[src/rtl/adder_sum_decoder_if.sv]
// Handshake bundle for adder_sum_decoder: operand set in, recovered operand out.
interface adder_sum_decoder_if #(
    parameter int WIDTH = 4
);
    logic             in_valid;
    logic             in_ready;
    logic [WIDTH:0]   in_total;
    logic [WIDTH-1:0] in_a;
    logic             in_ci;
    logic             out_valid;
    logic             out_ready;
    logic [WIDTH-1:0] out_b;
    logic             out_err;

    // Producer/consumer side (testbench or upstream capture logic)
    modport master (
        output in_valid, in_total, in_a, in_ci, out_ready,
        input  in_ready, out_valid, out_b, out_err
    );

    // Decoder side
    modport slave (
        input  in_valid, in_total, in_a, in_ci, out_ready,
        output in_ready, out_valid, out_b, out_err
    );
endinterface

[src/rtl/adder_sum_decoder.sv]
// Bit-serial inverse of the ripple adder: recovers b = {co,sum} - a - ci,
// one difference bit per clock (LSB first), and flags totals that no
// WIDTH-bit b could have produced.
module adder_sum_decoder #(
    parameter int WIDTH = 4
) (
    input logic                clk,
    input logic                rst,
    adder_sum_decoder_if.slave bus
);
    localparam int CW = $clog2(WIDTH + 2);

    typedef enum logic [1:0] {
        IDLE = 2'd0,
        CALC = 2'd1,
        DONE = 2'd2
    } state_t;

    state_t           state_r;
    state_t           state_s;

    logic [WIDTH:0]   t_r;        // total, shifted right one bit per CALC edge
    logic [WIDTH:0]   a_r;        // zero-extended known operand, shifted alongside
    logic [WIDTH-1:0] d_r;        // difference bits collected so far, filled from the top
    logic             bw_r;       // running borrow, seeded with the adder carry-in
    logic [CW-1:0]    cnt_r;      // index of the bit being produced

    logic             in_ready_r;
    logic             out_valid_r;
    logic [WIDTH-1:0] out_b_r;
    logic             out_err_r;

    logic             d_bit_s;
    logic             bw_s;
    logic [WIDTH:0]   d_full_s;
    logic             last_s;

    // Full-subtractor cell: returns {borrow_out, difference} for t - a - bw.
    function automatic logic [1:0] sub_bit(input logic t, input logic a, input logic bw);
        logic d;
        logic b;
        d = t ^ a ^ bw;
        b = (~t & a) | (~t & bw) | (a & bw);
        return {b, d};
    endfunction

    // Current subtractor bit and the difference word as it will look after this edge.
    always_comb begin
        {bw_s, d_bit_s} = sub_bit(t_r[0], a_r[0], bw_r);
        d_full_s        = {d_bit_s, d_r};
        last_s          = (cnt_r == CW'(WIDTH));
    end

    // Next-state logic for the IDLE -> CALC -> DONE sequence.
    always_comb begin
        state_s = state_r;
        case (state_r)
            IDLE: begin
                if (bus.in_valid) state_s = CALC;
                else              state_s = IDLE;
            end
            CALC: begin
                if (last_s) state_s = DONE;
                else        state_s = CALC;
            end
            DONE: begin
                if (bus.out_ready) state_s = IDLE;
                else               state_s = DONE;
            end
            default: state_s = IDLE;
        endcase
    end

    // State register; a reset mid-operation discards the work in flight.
    always_ff @(posedge clk or posedge rst) begin
        if (rst) state_r <= IDLE;
        else     state_r <= state_s;
    end

    // Handshake flags follow the state being entered so they are registered.
    always_ff @(posedge clk or posedge rst) begin
        if (rst) begin
            in_ready_r  <= 1'b1;
            out_valid_r <= 1'b0;
        end else begin
            in_ready_r  <= (state_s == IDLE);
            out_valid_r <= (state_s == DONE);
        end
    end

    // Operand capture, serial subtraction and result latching.
    always_ff @(posedge clk or posedge rst) begin
        if (rst) begin
            t_r       <= {(WIDTH+1){1'b0}};
            a_r       <= {(WIDTH+1){1'b0}};
            d_r       <= {WIDTH{1'b0}};
            bw_r      <= 1'b0;
            cnt_r     <= {CW{1'b0}};
            out_b_r   <= {WIDTH{1'b0}};
            out_err_r <= 1'b0;
        end else begin
            case (state_r)
                IDLE: begin
                    if (bus.in_valid) begin
                        t_r   <= bus.in_total;
                        a_r   <= {1'b0, bus.in_a};
                        bw_r  <= bus.in_ci;
                        d_r   <= {WIDTH{1'b0}};
                        cnt_r <= {CW{1'b0}};
                    end
                end
                CALC: begin
                    t_r   <= {1'b0, t_r[WIDTH:1]};
                    a_r   <= {1'b0, a_r[WIDTH:1]};
                    d_r   <= d_full_s[WIDTH:1];
                    bw_r  <= bw_s;
                    cnt_r <= cnt_r + CW'(1);
                    // Top bit set or a borrow left over means b does not fit in WIDTH bits.
                    if (last_s) begin
                        out_b_r   <= d_full_s[WIDTH-1:0];
                        out_err_r <= bw_s | d_full_s[WIDTH];
                    end
                end
                DONE: begin
                    out_b_r   <= out_b_r;
                    out_err_r <= out_err_r;
                end
                default: begin
                    cnt_r <= {CW{1'b0}};
                end
            endcase
        end
    end

    assign bus.in_ready  = in_ready_r;
    assign bus.out_valid = out_valid_r;
    assign bus.out_b     = out_b_r;
    assign bus.out_err   = out_err_r;

endmodule

[src/flat_wrapper.sv]
// flat-port wrapper written by rule: the top's interface ports become plain ports
module adder_sum_decoder_flat 
#(
    parameter int WIDTH = 4
)
  (clk, rst, bus_in_valid, bus_in_total, bus_in_a, bus_in_ci, bus_out_ready, bus_in_ready, bus_out_valid, bus_out_b, bus_out_err);
  adder_sum_decoder_if #(.WIDTH(WIDTH)) bus_i ();
  input logic clk;
  input logic rst;
  input wire logic [$bits(bus_i.in_valid)-1:0] bus_in_valid;
  input wire logic [$bits(bus_i.in_total)-1:0] bus_in_total;
  input wire logic [$bits(bus_i.in_a)-1:0] bus_in_a;
  input wire logic [$bits(bus_i.in_ci)-1:0] bus_in_ci;
  input wire logic [$bits(bus_i.out_ready)-1:0] bus_out_ready;
  output wire logic [$bits(bus_i.in_ready)-1:0] bus_in_ready;
  output wire logic [$bits(bus_i.out_valid)-1:0] bus_out_valid;
  output wire logic [$bits(bus_i.out_b)-1:0] bus_out_b;
  output wire logic [$bits(bus_i.out_err)-1:0] bus_out_err;
  assign bus_i.in_valid = bus_in_valid;
  assign bus_i.in_total = bus_in_total;
  assign bus_i.in_a = bus_in_a;
  assign bus_i.in_ci = bus_in_ci;
  assign bus_i.out_ready = bus_out_ready;
  assign bus_in_ready = bus_i.in_ready;
  assign bus_out_valid = bus_i.out_valid;
  assign bus_out_b = bus_i.out_b;
  assign bus_out_err = bus_i.out_err;
  adder_sum_decoder #(.WIDTH(WIDTH)) u_core (.clk(clk), .rst(rst), .bus(bus_i));
endmodule
[config.mk]
export PLATFORM = sky130hd
export DESIGN_NAME = adder_sum_decoder_flat
export DESIGN_NICKNAME = d
export VERILOG_FILES = /design/src/rtl/adder_sum_decoder_if.sv /design/src/rtl/adder_sum_decoder.sv /design/src/flat_wrapper.sv
export SDC_FILE = /design/constraint.sdc
export NUM_CORES = 1
export LEC_CHECK = 0
export CAP_MARGIN = 20
export CORE_MARGIN = 1
export CORE_UTILIZATION = 53
export CTS_BUF_LIST = sky130_fd_sc_hd__clkbuf_8
export DETAILED_ROUTE_END_ITERATION = 7
export GPL_ROUTABILITY_DRIVEN = 1
export PLACE_DENSITY = 0.8
export REMOVE_ABC_BUFFERS = 1
export SETUP_SLACK_MARGIN = 0.4
export SLEW_MARGIN = 0
export SYNTH_ARGS = -nofsm -noshare
export SYNTH_HDL_FRONTEND = slang
export SYNTH_SLANG_ARGS = --single-unit
[constraint.sdc]
create_clock -name clk -period 1.7 [get_ports clk]
set_input_delay 0.34 -clock clk [delete_from_list [all_inputs] [get_ports clk]]
set_output_delay 0.34 -clock clk [all_outputs]
set_load 0.01 [all_outputs]
==> metrics.cfg <==
[clocking]
insertion_delay_ns=0.26
root_buffer=clkbuf_8
htree_levels=1
cts.sinks=26
cts_buffers=3
clock_path_buffers=2
cts_tree=yes
path_clk_slew_ns=0.09

[timing]
clock.fmax_mhz=785.6
drv_slew=0
setup_tns_ns=0
finClkSkew_ns=0.005305
fin_hold_ws_ns=0.3529
fin_crit_sh_pct=74.88
grt_setup_unrepaired=false
setup_viol_count_final=0
hold_violations=0
worst_pin_slew_ns=0.3965
fin_crit_ns=1.273
relSlewSlack_pct=73.54

[power]
pwr-share-seq_pct=40.1
comb_power_share_pct=45.6
switching_share_pct=35.89
switchingPower_mw=0.9891
power_density_nw_per_um2=1775
leakage_nw=0.7179
pwr-share-clk_pct=14.3
internal-power_mw=1.767
ir_drop_v=0.001223

[setup_path]
critical_path_arrival_ns=0.93
cp_max_fo=2
cp.required_ns=1.36
cp-start-kind=register
worstSetupPathType=reg -> out
crit_chain=dlygate4sd2_1
cpPeakStageDelay_ns=0.39
reg2reg_from=u_core.state_r[0]$_DFF_PP0_
path_buf_inv=1
rrSetupSlack_ns=0.45
cp_slowest_cell=dfrtp_1
crit_start=u_core.bus.out_err$_DFFE_PP0P_
cp-end-kind=output port
cpLargestDelayFamily=flip-flops

[finish]
nets=150
drive_gt1_share_pct=25.76
n_antenna_cell=0
fin_util_pct=76.79
postLayoutCellArea_um2=1553
n_fill_cell=139
area_delta_synth_final_pct=31.60

[drt]
drt_iter0_drc=4
wl_per_cell_um=15.52
drtPass1Iterations=4
num_vias=943
ant_nets=0
drc=0
routed_wirelength_um=2467
viasPerCell=5.931

[logic_synthesis]
ys.flop_type=dfrtp_1
synth-seq-cells=26
synth_cell_type_count=32
synth_commonest_cells=25 x dfrtp_1, 10 x o22ai_1, 7 x inv_1
synth_top_area_share_pct=53.02
synth_area_um2=1180
synth_cells=100
synth_area_leader_cell=dfrtp_1
ys.warnings.count=0
synth_area_per_cell_um2=11.80
synth-edff-count=0
yosysMostFrequentCell=dfrtp_1
synth-seq-area-share_pct=55.25
synth.area.top_cells=dfrtp_1 53%, o22ai_1 5.3%, mux2_2 3.8%, a22o_1 3.0%, buf_6 2.9%
synthArstFlopShare_pct=100.0

[flow_run]
cap_violations=0

[global_routing]
grt_pass1_wl_um=4202
grt_use_total_pct=22.55
grt_antenna_before_repair=0
grt_overflow=0
grt_pass1_vias=881
grt_max_degree=15

[floorplan]
start_util_pct=58.35
die_y_um=49.18
ios=21
die_area_um2=2419
num_rows=16
die_w_um=49.18
fp.coreArea_um2=2022

[placement]
placed_area_um2=1435
io_buffer_count=20
dpl.hpwl_um=1659
routabilityCongestion=0.7946

[run_status]
outcome=finished, final reports clean

[min_path]
hold_path.class=in -> async

[path summary, 6_finish.rpt]
check,endpoint,cells after the start
max reg2reg,u_core.a_r[2]$_DFFE_PP0P_,4
min in group clk,u_core.bus.out_b[0]$_DFFE_PP0P_,1
max in group asynchronous,u_core.bus.in_ready$_DFF_PP1_,3
min,u_core.t_r[0]$_DFFE_PP0P_,2
min reg2reg,u_core.bus.out_b[0]$_DFFE_PP0P_,1
max,bus_out_err,1
[power by group through the flow]
stage                     Clock [mW]  Combinational, mW  Sequential, mW
after global routing           0.422               1.40            1.13
after detailed placement           0               1.12            1.14
after CTS                      0.394               1.16            1.10
after floorplan                    0              0.683            1.13
after global placement             0               1.08            1.13
final                          0.395               1.26            1.11
[layer usage]
metal  track usage [%]  wire length, um  vias up
li1                  -                -      429
met1             30.52             1116      491
met4             5.392               14        0
met2             38.36             1276       21
met3             2.804               60        2
met5                 0                0        -
[state kept, by name, indices dropped and copies added (netlist names)]
| register | count |
|---|---|
| u_core.d_r | 4 |
| u_core.t_r | 5 |
| u_core.bus.in_ready | 1 |
| u_core.state_r | 2 |
| u_core.bus.out_valid | 1 |
| u_core.cnt_r | 3 |
| u_core.a_r | 4 |
| u_core.bus.out_err | 1 |
| u_core.bw_r | 1 |
| u_core.bus.out_b | 4 |
[cell type report]
type                       instances  area, um^2  area share [%]
sequential                        26       654.4           42.14
multi-input combinational         60       478.0           30.78
timing repair buffer              33       296.5           19.10
clock buffer                       4       55.05           3.546
inverter                           9       35.03           2.256
tap                               27       33.78           2.176
[stage by stage]
stage               total power, mW  worst slack [ns]  instances
floorplan                     1.814            0.4493         95
global placement              2.207            0.1402        149
detailed placement            2.263            0.1194        149
CTS                           2.649            0.3158        156
global route                  2.949            0.3997        159
finish                        2.756            0.4270        159
[cell families after synthesis]
logic type               count (synthesis)  share of synthesized area, %
AO/OA/AOI/OAI                           35                         19.72
XOR/XNOR                                 1                        0.7424
adder cells (fa/ha/maj)                  3                         3.817
buffers and inverters                   14                         6.574
flip-flops                              26                         55.25
multiplexers                             4                         3.817
AND/OR/NAND/NOR                         17                         10.07
[cell usage in the layout, fill, tap and decap left out, types with 3 or more instances in the layout]
cell	Yosys	routed
dfrtp_1	25	23
clkdlybuf4s50_1	0	12
buf_4	0	12
o22ai_1	10	10
inv_1	7	7
dlygate4sd2_1	0	7
a21oi_1	5	5
mux2_2	4	4
a22o_1	4	4
o21ai_0	6	4
clkbuf_8	0	4
nor2_1	3	3
nand2_1	3	3
o31ai_1	3	3
[repair_timing]
item / CTS / global route
pin swaps: 0 / 1
hold buffers: 0 / 0
resized for setup: 10 / 11
buffers inserted: 3 / 3
setup endpoints to repair: 23 / 23
(Power assumes the default switching activity.)
